--- src/rtl/x_candidate_scheduler_pkg.sv ---
// rtl/x_candidate_scheduler_pkg.sv - shared widths, FSM states and float helpers
// Purpose: width derivations for the candidate scheduler, its FSM state
//          encoding and an IEEE-754 double NaN test.
// Ports:   none (package).
package x_candidate_scheduler_pkg;

  // Width of one symbol index (0..A-1).
  function automatic int awidth_f(input int a);
    return $clog2(a) + 1;
  endfunction

  // Width of a digit-position counter (0..J-1).
  function automatic int jwidth_f(input int j);
    return $clog2(j) + 1;
  endfunction

  // Width of a candidate index, able to hold A^J itself.
  function automatic int nwidth_f(input int j, input int a);
    return j * $clog2(a) + 1;
  endfunction

  typedef enum logic [1:0] {
    IDLE  = 2'd0,
    ISSUE = 2'd1,
    DRAIN = 2'd2,
    DONE  = 2'd3
  } sched_state_t;

  // Exponent all ones with a nonzero mantissa.
  function automatic logic f64_is_nan(input logic [63:0] f);
    return (&f[62:52]) && (|f[51:0]);
  endfunction

endpackage

--- src/rtl/x_candidate_scheduler_base_a_odometer.sv ---
// rtl/x_candidate_scheduler_base_a_odometer.sv - J-digit base-A counter
// Purpose: J-digit base-A odometer; digit 0 in the LSBs increments fastest,
//          each digit wraps A-1 -> 0 and carries into the next digit.
// Ports:   clk, rst_n (async active-low), clr (sync zero), inc (advance by
//          one), digits (J*AWIDTH, digit j at [j*AWIDTH +: AWIDTH]).
module x_candidate_scheduler_base_a_odometer
  import x_candidate_scheduler_pkg::*;
#(
  parameter int J = 4,
  parameter int A = 4,
  localparam int AW = awidth_f(A)
) (
  input  logic          clk,
  input  logic          rst_n,
  input  logic          clr,
  input  logic          inc,
  output logic [J*AW-1:0] digits
);

  logic [J*AW-1:0] nxt;
  logic            carry;

  // Ripple the +1 through the digits; stop at the first digit that does not wrap.
  always_comb begin
    nxt   = digits;
    carry = 1'b1;
    for (int j = 0; j < J; j++) begin
      if (carry) begin
        if (digits[j*AW +: AW] == AW'(A - 1)) begin
          nxt[j*AW +: AW] = '0;
        end else begin
          nxt[j*AW +: AW] = digits[j*AW +: AW] + AW'(1);
          carry           = 1'b0;
        end
      end
    end
  end

  always_ff @(posedge clk or negedge rst_n) begin
    if (!rst_n) begin
      digits <= '0;
    end else if (clr) begin
      digits <= '0;
    end else if (inc) begin
      digits <= nxt;
    end
  end

endmodule

--- src/rtl/x_candidate_scheduler.sv ---
// rtl/x_candidate_scheduler.sv - candidate enumerator and max-F tracker
// Purpose: enumerates all A^J candidate vectors onto x/x_tvalid, paced by an
//          issue gap and an in-flight credit limit, matches returning F values
//          to candidates by order and keeps the largest non-negative F.
// Ports:   clk, rst_n (async active-low), start (pulse), x/x_tvalid (candidate
//          strobe), F_value/F_value_tvalid (results in issue order), busy,
//          done (pulse), best_x/best_F/best_idx (best candidate), spurious
//          (sticky unexpected result), timeout (sticky, watchdog build only).
// Build:   define X_SCHED_WATCHDOG_EN to add the drain watchdog and timeout port.
module x_candidate_scheduler
  import x_candidate_scheduler_pkg::*;
#(
  parameter int J         = 4,
  parameter int A         = 4,
  parameter int MAX_OUT   = 64,
  parameter int ISSUE_GAP = J,
`ifdef X_SCHED_WATCHDOG_EN
  parameter int TIMEOUT   = 4096,
`endif
  localparam int AWIDTH   = awidth_f(A),
  localparam int NWIDTH   = nwidth_f(J, A)
) (
  input  logic                clk,
  input  logic                rst_n,
  input  logic                start,
  output logic [J*AWIDTH-1:0] x,
  output logic                x_tvalid,
  input  logic [63:0]         F_value,
  input  logic                F_value_tvalid,
  output logic                busy,
  output logic                done,
  output logic [J*AWIDTH-1:0] best_x,
  output logic [63:0]         best_F,
  output logic [NWIDTH-1:0]   best_idx,
`ifdef X_SCHED_WATCHDOG_EN
  output logic                timeout,
`endif
  output logic                spurious
);

  localparam int TOTAL  = A ** J;
  localparam int OWIDTH = $clog2(MAX_OUT + 1);
  localparam int GWIDTH = $clog2(ISSUE_GAP + 1);

  sched_state_t       state;
  logic [NWIDTH-1:0]  issue_cnt;
  logic [NWIDTH-1:0]  recv_cnt;
  logic [OWIDTH-1:0]  outstanding;
  logic [GWIDTH-1:0]  gap_cnt;
  logic [J*AWIDTH-1:0] iss_digits;
  logic [J*AWIDTH-1:0] rcv_digits;

  logic go, can_issue, rx_ok, better;

  assign go        = start && (state == IDLE);
  assign can_issue = (state == ISSUE) && (gap_cnt == '0) &&
                     (outstanding < OWIDTH'(MAX_OUT));
  assign rx_ok     = F_value_tvalid && (outstanding != '0) &&
                     ((state == ISSUE) || (state == DRAIN));
  // Magnitude compare is only meaningful for non-negative, non-NaN doubles.
  assign better    = !F_value[63] && !f64_is_nan(F_value) &&
                     (F_value[62:0] > best_F[62:0]);

  // The receive odometer regenerates the vector of the candidate whose F
  // just arrived, so issued vectors never need to be stored.
  x_candidate_scheduler_base_a_odometer #(.J(J), .A(A)) u_iss_odo (
    .clk(clk), .rst_n(rst_n), .clr(go), .inc(can_issue), .digits(iss_digits)
  );

  x_candidate_scheduler_base_a_odometer #(.J(J), .A(A)) u_rcv_odo (
    .clk(clk), .rst_n(rst_n), .clr(go), .inc(rx_ok), .digits(rcv_digits)
  );

`ifdef X_SCHED_WATCHDOG_EN
  localparam int WWIDTH = $clog2(TIMEOUT + 1);
  logic [WWIDTH-1:0] wd_cnt;
`endif

  always_ff @(posedge clk or negedge rst_n) begin
    if (!rst_n) begin
      state       <= IDLE;
      issue_cnt   <= '0;
      recv_cnt    <= '0;
      outstanding <= '0;
      gap_cnt     <= '0;
      x           <= '0;
      x_tvalid    <= 1'b0;
      busy        <= 1'b0;
      done        <= 1'b0;
      best_x      <= '0;
      best_F      <= '0;
      best_idx    <= '0;
      spurious    <= 1'b0;
`ifdef X_SCHED_WATCHDOG_EN
      wd_cnt      <= '0;
      timeout     <= 1'b0;
`endif
    end else begin
      x_tvalid <= 1'b0;
      done     <= 1'b0;

      if (F_value_tvalid && !rx_ok) begin
        spurious <= 1'b1;
      end

      if (can_issue) begin
        x         <= iss_digits;
        x_tvalid  <= 1'b1;
        issue_cnt <= issue_cnt + NWIDTH'(1);
        gap_cnt   <= GWIDTH'(ISSUE_GAP - 1);
      end else if (gap_cnt != '0) begin
        gap_cnt <= gap_cnt - GWIDTH'(1);
      end

      case ({can_issue, rx_ok})
        2'b10:   outstanding <= outstanding + OWIDTH'(1);
        2'b01:   outstanding <= outstanding - OWIDTH'(1);
        default: outstanding <= outstanding;
      endcase

      if (rx_ok) begin
        recv_cnt <= recv_cnt + NWIDTH'(1);
        if (better) begin
          best_F   <= F_value;
          best_idx <= recv_cnt;
          best_x   <= rcv_digits;
        end
      end

      case (state)
        IDLE: begin
          if (start) begin
            state       <= ISSUE;
            busy        <= 1'b1;
            best_F      <= '0;
            best_idx    <= '0;
            best_x      <= '0;
            issue_cnt   <= '0;
            recv_cnt    <= '0;
            outstanding <= '0;
            gap_cnt     <= '0;
          end
        end
        ISSUE: begin
          if (can_issue && (issue_cnt == NWIDTH'(TOTAL - 1))) begin
            state <= DRAIN;
          end
        end
        DRAIN: begin
          // Move on the final result itself so done follows it by one cycle.
          if (rx_ok && (recv_cnt == NWIDTH'(TOTAL - 1))) begin
            state <= DONE;
            done  <= 1'b1;
          end
        end
        DONE: begin
          state <= IDLE;
          busy  <= 1'b0;
        end
        default: state <= IDLE;
      endcase

`ifdef X_SCHED_WATCHDOG_EN
      if (go) begin
        wd_cnt  <= '0;
        timeout <= 1'b0;
      end else if (F_value_tvalid) begin
        wd_cnt <= '0;
      end else if (outstanding != '0) begin
        wd_cnt <= wd_cnt + WWIDTH'(1);
      end
      // A stalled evaluator: give up on the in-flight credits and finish.
      if (((state == ISSUE) || (state == DRAIN)) && (outstanding != '0) &&
          !F_value_tvalid && (wd_cnt == WWIDTH'(TIMEOUT - 1))) begin
        state       <= DONE;
        done        <= 1'b1;
        timeout     <= 1'b1;
        outstanding <= '0;
        wd_cnt      <= '0;
      end
`else
      // No watchdog: DRAIN waits for every result indefinitely.
`endif
    end
  end

endmodule

--- config.mk ---
export PLATFORM = sky130hd
export DESIGN_NAME = x_candidate_scheduler
export DESIGN_NICKNAME = d
export VERILOG_FILES = /design/src/rtl/x_candidate_scheduler_pkg.sv /design/src/rtl/x_candidate_scheduler_base_a_odometer.sv /design/src/rtl/x_candidate_scheduler.sv
export SDC_FILE = /design/constraint.sdc
export NUM_CORES = 1
export LEC_CHECK = 0
export CAP_MARGIN = 20
export CORE_AREA = 10 10 161 163
export DETAILED_ROUTE_END_ITERATION = 6
export DIE_AREA = 0 0 171 173
export PLACE_DENSITY = 0.74
export SETUP_SLACK_MARGIN = 0.1
export SYNTH_ARGS = -nofsm -noshare
export SYNTH_HDL_FRONTEND = slang
export SYNTH_HIERARCHICAL = 1
export SYNTH_SLANG_ARGS = --single-unit
--- constraint.sdc ---
create_clock -name clk -period 4.1 [get_ports clk]
set_input_delay 0.41 -clock clk [delete_from_list [all_inputs] [get_ports clk]]
set_output_delay 0.41 -clock clk [all_outputs]
set_load 0.005 [all_outputs]
==> impl_metrics.yaml, run 1 <==
run:
  max_cap_violations: 0
timing:
  period_needed_ps: 3160
  hold_violations: 0
  clock_skew_ps: 14.4
  fin_crit_sh_pct: 77.1
  tns_ps: 0
  setup_violations: 0
  drv_slew: 0
  rsz0062_at_grt: "no"
  max_freq_ghz: 0.316
  timing.slew.headroom_pct: 36.3
  tightest_slew_ps: 956
power_and_ir_drop:
  max-vdd-ir-drop_v: 0.000265
  p_total_mw: 6.59
  powerDensity_nw_per_um2: 575
  p_leak_nw: 5.03
global_routing:
  overflow: 0
  busiest_layer: "met2"
  antenna_found_initial: 0
  grt_pass1_vias: 7446
  grt_max_degree: 152
  grt_pass1_wl_um: 38800
  met2_usage_pct: 26.7
  grtUsageMet3_pct: 4.03
  track_usage_pct: 16.1
  gr-usage-met1_pct: 20.2
floorplanning:
  rows: 55
  io_pins: 169
  die_y_um: 173
  dieArea_um2: 29600
  start_util_pct: 39.5
  core_um2: 22600
  die_x_um: 171
critical_path:
  slowest_stage: "buf_4"
  critPathRequiredTime_ps: 4430
  r2r_slack_ps: 940
  cp_max_fo: 51
  cp.arrival_ps: 3490
  r2r_end: "outstanding[6]"
  worst-r2r-cell-count: 14
  critical_path.cell_chain: "clkdlybuf4s50_1 > nor4_1 > nand4_1 > nor4_1 > nor4_1 > nor4b_1 > o21a_4 > buf_4 > mux2i_1"
  critPathMaxStageDelay_ps: 680
  cpMostUsedCell: "nor4_1"
  start_kind: "primary input"
  r2r-start: "gap_cnt[0]"
  cp-end-kind: "flop"
  criticalPathCategory: "primary input to flop"
detailed_routing:
  num_vias: 7277
  dr.pass1.iters: 5
  wl_per_cell_um: 17.4
  drc: 0
  ant_nets: 0
  wirelength_um: 24200
  drt_iter0_markers: 564
  via_per_inst: 5.22
final_layout:
  final_common_cell: "nand2_1"
  postLayoutCellArea_um2: 11500
  fin_util_pct: 50.8
  n_antenna_cell: 0
  layout-area-overhead-vs-synth_pct: 28.5
  layout-drive-gt1-share_pct: 5.59
  final_cell_mix: "nand2_1, clkdlybuf4s50_1, dfrtp_1"
  nNetsFinal: 1253
synth:
  yosysUniqueCellTypes: 47
  synth.area.top_cells: "dfrtp_1, ha_1, mux2i_1, nand2_1, inv_1"
  yosys_warnings: 6
  seq_area_frac_synth_pct: 43.5
  syn_area_um2: 8920
  synth_nets: 1096
  synth_top_area_share_pct: 43.5
  syn_inst: 940
  synth_ff_type: "dfrtp_1"
  ys_ff_latch: 155
  syn_avg_cell_area_um2: 9.49
  synthArstFlopShare_pct: 100
  synth_edf_count: 0
  yosysTopAreaCell: "dfrtp_1"
clock_tree:
  ctsRootBufferMaster: "clkbuf_16"
  cts_setup_buffers: 0
  cts_buffers: 17
  clockBufferDepth: 2
  ctsHoldBuffers: 0
  cts_repair_resize_count: 0
  path_clk_slew_ps: 70
  cts_tree: "yes"
  cts_sinks: 155
  cts_htree_levels: 4
  clk_latency_ps: 420
run_status:
  status: "finished clean"
placed_design:
  globalplace.congestion: 0.881
  portBuffers: 168
  dpl-instance-area_um2: 10900
  hpwl_um: 17800
worst_hold_path:
  hold_path_class: "primary input to async pin"
==> worst max path at each step <==
stage,from,end,cells after the start
floorplan,state[0],outstanding[6],14
detailed placement,F_value[6],best_idx[8],9
CTS,F_value[6],best_F[56],9
finish,F_value[6],best_x[8],9
global placement,F_value[6],best_F[32],9
global route,gap_cnt[0],outstanding[6],14
==> routing by layer <==
layer  up-vias  wire (µm)
met5         -          0
met4         0        351
met3        26       1670
met2       207      11500
met1      3537      10700
li1       3507          -
==> registers in the layout, indices dropped and copies added, names as in the netlist <==
name	count
spurious	1
best_F	64
best_idx	9
done	1
best_x	12
gap_cnt	3
recv_cnt	9
state	2
x	12
u_iss_odo/digits	12
busy	1
x_tvalid	1
outstanding	7
u_rcv_odo/digits	12
issue_cnt	9
==> through the flow <==
stage | cells | setup WS, ps | hold WS (ps)
after CTS | 1394 | 928 | 138
after detailed placement | 1363 | 481 | 468
after global routing | 1394 | 624 | 158
after floorplan | 940 | 788 | 114
after global placement | 1363 | 560 | 467
final | 1394 | 938 | 101
==> critical path: cells and delay by family <==
| kind | cells | cell delay (ps) |
|---|---|---|
| AO/OA/AOI/OAI | 1 | 180 |
| AND/OR/NAND/NOR | 5 | 1460 |
| multiplexers | 1 | 280 |
| buffers and inverters | 2 | 1120 |
==> synthesized netlist by cell type (2+ instances only) <==
cell	n
nand2_1	209
dfrtp_1	155
mux2i_1	94
ha_1	87
inv_1	79
a21oi_1	44
nor2_1	42
clkbuf_1	25
nand3_1	23
nand4_1	20
nor4_1	18
o21ai_0	18
mux2_2	12
xor2_1	12
and3_1	10
nand2b_1	10
a21o_1	9
xnor2_1	9
a211oi_1	6
buf_6	6
buf_2	5
or3_1	5
a31oi_1	3
and4_1	3
nor2b_1	3
nor3_1	3
o21bai_1	3
a21oi_2	2
a221o_1	2
and3b_1	2
buf_1	2
nand3b_2	2
nand4b_1	2
nor3_2	2
==> area by class of cell <==
class / instances / area (µm²)
Clock inverter: 14 / 163
Fill cell: 2030 / 11100
Timing Repair Buffer: 176 / 1770
Clock buffer: 17 / 425
Tap cell: 285 / 357
Multi-Input combinational cell: 667 / 4570
Sequential cell: 155 / 3880
Inverter: 80 / 300
==> kinds of logic after synthesis <==
family                   after synthesis  synth area share, %
AND/OR/NAND/NOR                      357                 18.1
flip-flops                           155                 43.5
buffers and inverters                118                 5.54
XOR/XNOR                              21                 2.06
adder cells (fa/ha/maj)               88                 12.4
multiplexers                         106                 12.1
AO/OA/AOI/OAI                         95                 6.35
==> report_power, final <==
part / internal (mW) / switching (mW)
sequential: 1.91 / 0.320
clock: 0.909 / 0.685
combinational: 1.35 / 1.42
total: 4.17 / 2.42
No activity file was read; power rests on OpenSTA's default activity.
==> inputs of run 2 (changes only) <==
--- a/config.mk
+++ b/config.mk
@@ -9,7 +9,7 @@
 export CORE_AREA = 10 10 161 163
 export DETAILED_ROUTE_END_ITERATION = 6
 export DIE_AREA = 0 0 171 173
-export PLACE_DENSITY = 0.74
+export PLACE_DENSITY = 0.77
 export SETUP_SLACK_MARGIN = 0.1
 export SYNTH_ARGS = -nofsm -noshare
 export SYNTH_HDL_FRONTEND = slang
==> constraint.sdc (replaced) <==
create_clock -name clk -period 2.8 [get_ports clk]
set_input_delay 0.28 -clock clk [delete_from_list [all_inputs] [get_ports clk]]
set_output_delay 0.28 -clock clk [all_outputs]
set_load 0.005 [all_outputs]
==> run 2 against run 1 <==
Effect of this change:
- clock-buffer cell count unchanged
- first-iteration DRC count fell by 4.6%
- highest routed layer is now met5
- final cell count grew 6.7%
- largest cell class unchanged
- cell area increased by 11%
- non-clock buffer count up 92
- total power up 62%
- sequential power up 48%
- critical path depth is 2 higher
- critical path type is now flop to flop
- flip-flop and latch count unchanged
- worst hold slack improved by 230 ps
==> impl_metrics.yaml, run 2 (synthesis results as in run 1) <==
run_status:
  status: "finished clean"
clock_tree:
  cts_buffers: 17
  clk_latency_ps: 420
  cts_sinks: 155
  path_clk_slew_ps: 70
  cts_tree: "yes"
  cts_htree_levels: 4
  ctsRootBufferMaster: "clkbuf_16"
  clockBufferDepth: 2
timing:
  hold_slack_ps: 327
  period_needed_ps: 2730
  hold_violations: 0
  fin_crit_sh_pct: 97.5
  clock_skew_ps: 9.95
  timing.slew.headroom_pct: 54.8
  setup_violations: 0
  tightest_slew_ps: 678
  max_freq_ghz: 0.366
  drv_slew: 0
  rsz0062_at_grt: "yes"
global_routing:
  grt_pass1_vias: 7471
  grt_max_degree: 103
  antenna_found_initial: 1
  overflow: 0
  grt_pass1_wl_um: 39500
  track_usage_pct: 16.4
detailed_routing:
  drc: 0
  wirelength_um: 26100
  via_per_inst: 5.14
  wl_per_cell_um: 17.5
  drt_iter0_markers: 538
  num_vias: 7654
  ant_nets: 0
  dr.pass1.iters: 4
power_and_ir_drop:
  clkPwrFrac_pct: 22.5
  switching_share_pct: 37.0
  p_sw_mw: 3.94
  p_leak_nw: 5.60
  max-vdd-ir-drop_v: 0.000461
  power_frac_comb_pct: 46.4
  p_int_mw: 6.71
  p_seq_share_pct: 31.0
  powerDensity_nw_per_um2: 840
critical_path:
  cp.arrival_ps: 3060
  worst-path-stages: 11
  cp-end-kind: "flop"
  endpoint: "best_F[36]"
  worst-r2r-cell-count: 11
  critPathMaxStageDelay_ps: 380
  crit_family: "compound AO/OA/AOI/OAI gates"
  criticalPathCategory: "flop to flop"
  cp_max_fo: 7
  critPathBufInv: 3
  slowest_stage: "dfrtp_1"
  critical_path.cell_chain: "inv_1 > ha_1 > nand4_1 > nor2_1 > a221o_1 > a211o_1 > a221o_1 > o21a_4 > buf_12 > buf_12 > mux2i_1"
  critPathRequiredTime_ps: 3130
  start_kind: "flop"
  r2r_end: "best_F[36]"
  r2r-start: "best_F[39]"
  startpoint: "best_F[39]"
  r2r_slack_ps: 70
placed_design:
  globalplace.congestion: 0.911
  dpl-instance-area_um2: 11400
  hpwl_um: 18200
  portBuffers: 168
floorplanning:
  core_um2: 22600
  die_x_um: 171
  die_y_um: 173
  start_util_pct: 39.5
  io_pins: 169
  rows: 55
  dieArea_um2: 29600
final_layout:
  largest_reg_flops: 64
  final_cell_mix: "nand2_1, clkdlybuf4s50_1, dfrtp_1"
  layout-area-overhead-vs-synth_pct: 42.1
  nFillCells: 1863
  n_antenna_cell: 0
  final_common_cell: "nand2_1"
  layout-drive-gt1-share_pct: 16.5
  postLayoutCellArea_um2: 12700
  seqCellArea_um2: 3880
  regMostFlops: "best_F"
  multi_input_area_um2: 4890
  nNetsFinal: 1346
worst_hold_path:
  hold_path_class: "primary input to async pin"
run:
  max_cap_violations: 0
[run 2: cell count changes in the layout (fill, tap and decap cells not counted), sizes merged, moves of 3 or more]
cell	previous run	this run
inv	84	87
buf	9	95
clkinvlp	3	0
clkbuf	17	22
[run 2: what timing repair did]
item                                    4_1_cts  5_1_grt
buffers inserted                              4       24
hold endpoints to repair                     34        0
hold buffers                                  1        0
cloned                                        0        8
pin swaps                                     6       18
gates resized for setup                       8       49
endpoints found under the setup margin       85       87
[run 2: worst min-delay path by stage]
stage               start    endpoint  slack, ps  depth (start not counted)
floorplan           rst_n   best_F[0]        -20                          0
global placement    rst_n  best_F[38]        210                          1
detailed placement  rst_n  best_F[38]        210                          1
CTS                 rst_n  best_F[38]        330                          2
global route        rst_n  best_F[38]        350                          2
finish              rst_n  best_F[38]        330                          2
[run 2: metrics by stage]
step                setup WS [ps]  total power [mW]  cells  TNS [ps]  utilization, %
finish                       70.1              10.6   1488         0            56.2
global route                -29.6              11.4   1488      -151            56.2
CTS                          78.4              10.1   1456         0            53.3
detailed placement           -334              7.61   1419    -24500            50.4
global placement             -273              7.43   1419    -21260            50.4
floorplan                     111              5.64    940         0               -
[run 2: cell type report]
| cell class | instances | area share, % |
|---|---|---|
| Multi-Input combinational cell | 668 | 38.6 |
| Sequential cell | 155 | 30.6 |
| Timing Repair Buffer | 268 | 20.9 |
| Clock buffer | 17 | 3.36 |
| Tap cell | 285 | 2.81 |
| Inverter | 80 | 2.37 |
| Clock inverter | 15 | 1.40 |
[run 2: routing by layer]
layer  track usage (%)  vias up  wire, µm
met2              27.1      198     12700
met5                 0        -        13
met3              4.33       31      1530
li1                  -     3702         -
met1              20.9     3721     11500
met4              3.81        2       364
[run 2: power by group through the flow]
stage	Clock, mW	Sequential, mW	Combinational, mW
floorplan	0	3.24	2.40
global placement	0	3.30	4.13
detailed placement	0	3.32	4.29
CTS	2.46	3.29	4.36
global route	2.56	3.38	5.49
finish	2.40	3.30	4.94
==> inputs of run 3 (changes only) <==
--- a/config.mk
+++ b/config.mk
@@ -6,9 +6,9 @@
 export NUM_CORES = 1
 export LEC_CHECK = 0
 export CAP_MARGIN = 20
-export CORE_AREA = 10 10 161 163
+export CORE_AREA = 2 2 153 155
 export DETAILED_ROUTE_END_ITERATION = 6
-export DIE_AREA = 0 0 171 173
+export DIE_AREA = 0 0 155 157
 export PLACE_DENSITY = 0.77
 export SETUP_SLACK_MARGIN = 0.1
 export SYNTH_ARGS = -nofsm -noshare
==> run 3 against run 2 <==
Effect of this change:
- global-route usage increased by 3.3 points
- core utilization decreased by 0.96 points
- flip-flop and latch count unchanged
- first-iteration DRC count decreased by 25%
- sequential share of layout area increased by 0.62 points
- register-to-register slack about the same
- largest cell class unchanged
- largest power group unchanged
- highest routed layer is now met4
==> impl_metrics.yaml, run 3 (synthesis results as in run 1) <==
placed_design:
  pre_cts_ws_ps: -385
  hpwl_um: 16700
  portBuffers: 168
  globalplace.congestion: 0.834
global_routing:
  overflow: 0
  grt_pass1_vias: 7512
  antenna_found_initial: 1
  grt_pass1_wl_um: 37900
  grt_max_degree: 101
  track_usage_pct: 19.7
clock_tree:
  clockBufferDepth: 2
  ctsRootBufferMaster: "clkbuf_16"
  cts_sinks: 155
  clk_latency_ps: 430
  cts_htree_levels: 4
  path_clk_slew_ps: 70
  cts_buffers: 17
  cts_tree: "yes"
timing:
  max_freq_ghz: 0.368
  clock_skew_ps: 16.2
  period_needed_ps: 2720
  setup_ws_ps: 80.9
  fin_crit_sh_pct: 97.1
  timing.slew.headroom_pct: 59.3
  drv_slew: 0
  rsz0062_at_grt: "yes"
  tightest_slew_ps: 611
  hold_violations: 0
  setup_violations: 0
worst_hold_path:
  hold_path_startpoint: "F_value[40]"
  hold_end: "best_F[40]"
  hold_path_class: "primary input to flop"
  hold_depth: 4
critical_path:
  start_kind: "flop"
  criticalPathCategory: "flop to flop"
  cp-end-kind: "flop"
  r2r-start: "best_F[35]"
  cp.arrival_ps: 3060
  cp_max_fo: 8
  critPathRequiredTime_ps: 3140
  r2r_slack_ps: 80
  worst-r2r-cell-count: 11
  r2r_end: "best_F[20]"
final_layout:
  layout-drive-gt1-share_pct: 14.7
  regMostFlops: "best_F"
  final_cell_mix: "nand2_1, clkdlybuf4s50_1, dfrtp_1"
  final_common_cell: "nand2_1"
  nNetsFinal: 1322
  largest_reg_flops: 64
  fin_util_pct: 55.2
  layout-area-overhead-vs-synth_pct: 39.2
detailed_routing:
  drt_iter0_markers: 404
  wl_per_cell_um: 16.5
  num_vias: 7492
  ant_nets: 0
  drc: 0
  dr.pass1.iters: 6
  via_per_inst: 5.12
  wirelength_um: 24100
floorplanning:
  io_pins: 169
  die_x_um: 155
  die_y_um: 157
  core_um2: 22500
  rows: 55
  start_util_pct: 39.7
  dieArea_um2: 24300
power_and_ir_drop:
  p_leak_nw: 5.48
  max-vdd-ir-drop_v: 0.000409
  powerDensity_nw_per_um2: 822
run_status:
  status: "finished clean"
run:
  max_cap_violations: 0
## run 3: cell types whose count changed in the layout (fill, tap and decap cells not counted), sizes merged
cell / before / now
buf: 95 / 75
inv: 87 / 82
clkinvlp: 0 / 4
bufinv: 2 / 0
clkdlybuf4s50: 167 / 165
dlymetal6s2s: 0 / 2
clkinv: 6 / 5
diode: 0 / 1
o21a: 2 / 1
## run 3: worst max-delay path by stage
stage | startpoint | endpoint | slack (ps) | cells after the start
global placement | F_value[38] | best_x[9] | -240 | 10
global route | best_F[35] | best_F[20] | -0.03 | 11
CTS | F_value[40] | best_F[1] | 100 | 11
finish | best_F[35] | best_F[20] | 80 | 11
floorplan | state[0] | outstanding[6] | 110 | 14
detailed placement | F_value[40] | best_F[12] | -390 | 11
## run 3: worst max-delay path: stages (launching register included)
cell and delay (ps):
dfrtp_1 390, inv_1 80, ha_1 220, a21oi_2 160, o21ai_1 80, a221o_1 310, a211o_1 240, a221o_1 370
o21a_4 250, buf_12 150, clkbuf_16 170, mux2i_1 190
## run 3: metrics by stage
step	TNS (ps)	hold slack (ps)	power, mW	cells	cell area [µm²]
2_1_floorplan	0	-15.6	5.64	940	8970
3_3_place_gp	-17980	303	7.37	1408	11300
3_5_place_dp	-25780	313	7.56	1408	11300
4_1_cts	0	421	9.91	1449	12000
5_1_grt	-0.0315	322	11.0	1463	12400
6_report	0	326	10.2	1464	12400
## run 3: layout make-up
cell class,instances,area [µm²]
fillers,1911,10100
clock inverters,11,87.6
flip-flops and latches,155,3880
multi-input cells,667,4900
well taps,285,357
diodes,1,2.50
clock buffers,20,457
inverters,80,300
repair buffers,245,2440
## run 3: timing repair
item,in CTS,in global routing
setup endpoints to repair,61,87
gates resized for setup,9,42
setup buffers,8,12
hold buffers,1,0
pin swaps,5,19
gates cloned,1,2
endpoints found under the hold margin,54,0
## run 3: per-layer routing
metal / up-vias / GRT usage (%) / wire length [µm]
met5: - / 0 / 0
met4: 0 / 5.51 / 486
met3: 34 / 4.41 / 1300
met2: 199 / 33.7 / 11800
met1: 3616 / 25.1 / 10600
li1: 3643 / - / -
## run 3: report_power, final
| group | internal (mW) | switching (mW) | total, mW |
|---|---|---|---|
| registers | 2.80 | 0.493 | 3.29 |
| logic | 2.44 | 2.28 | 4.73 |
| clock network | 1.19 | 1.01 | 2.19 |
| total | 6.43 | 3.78 | 10.2 |
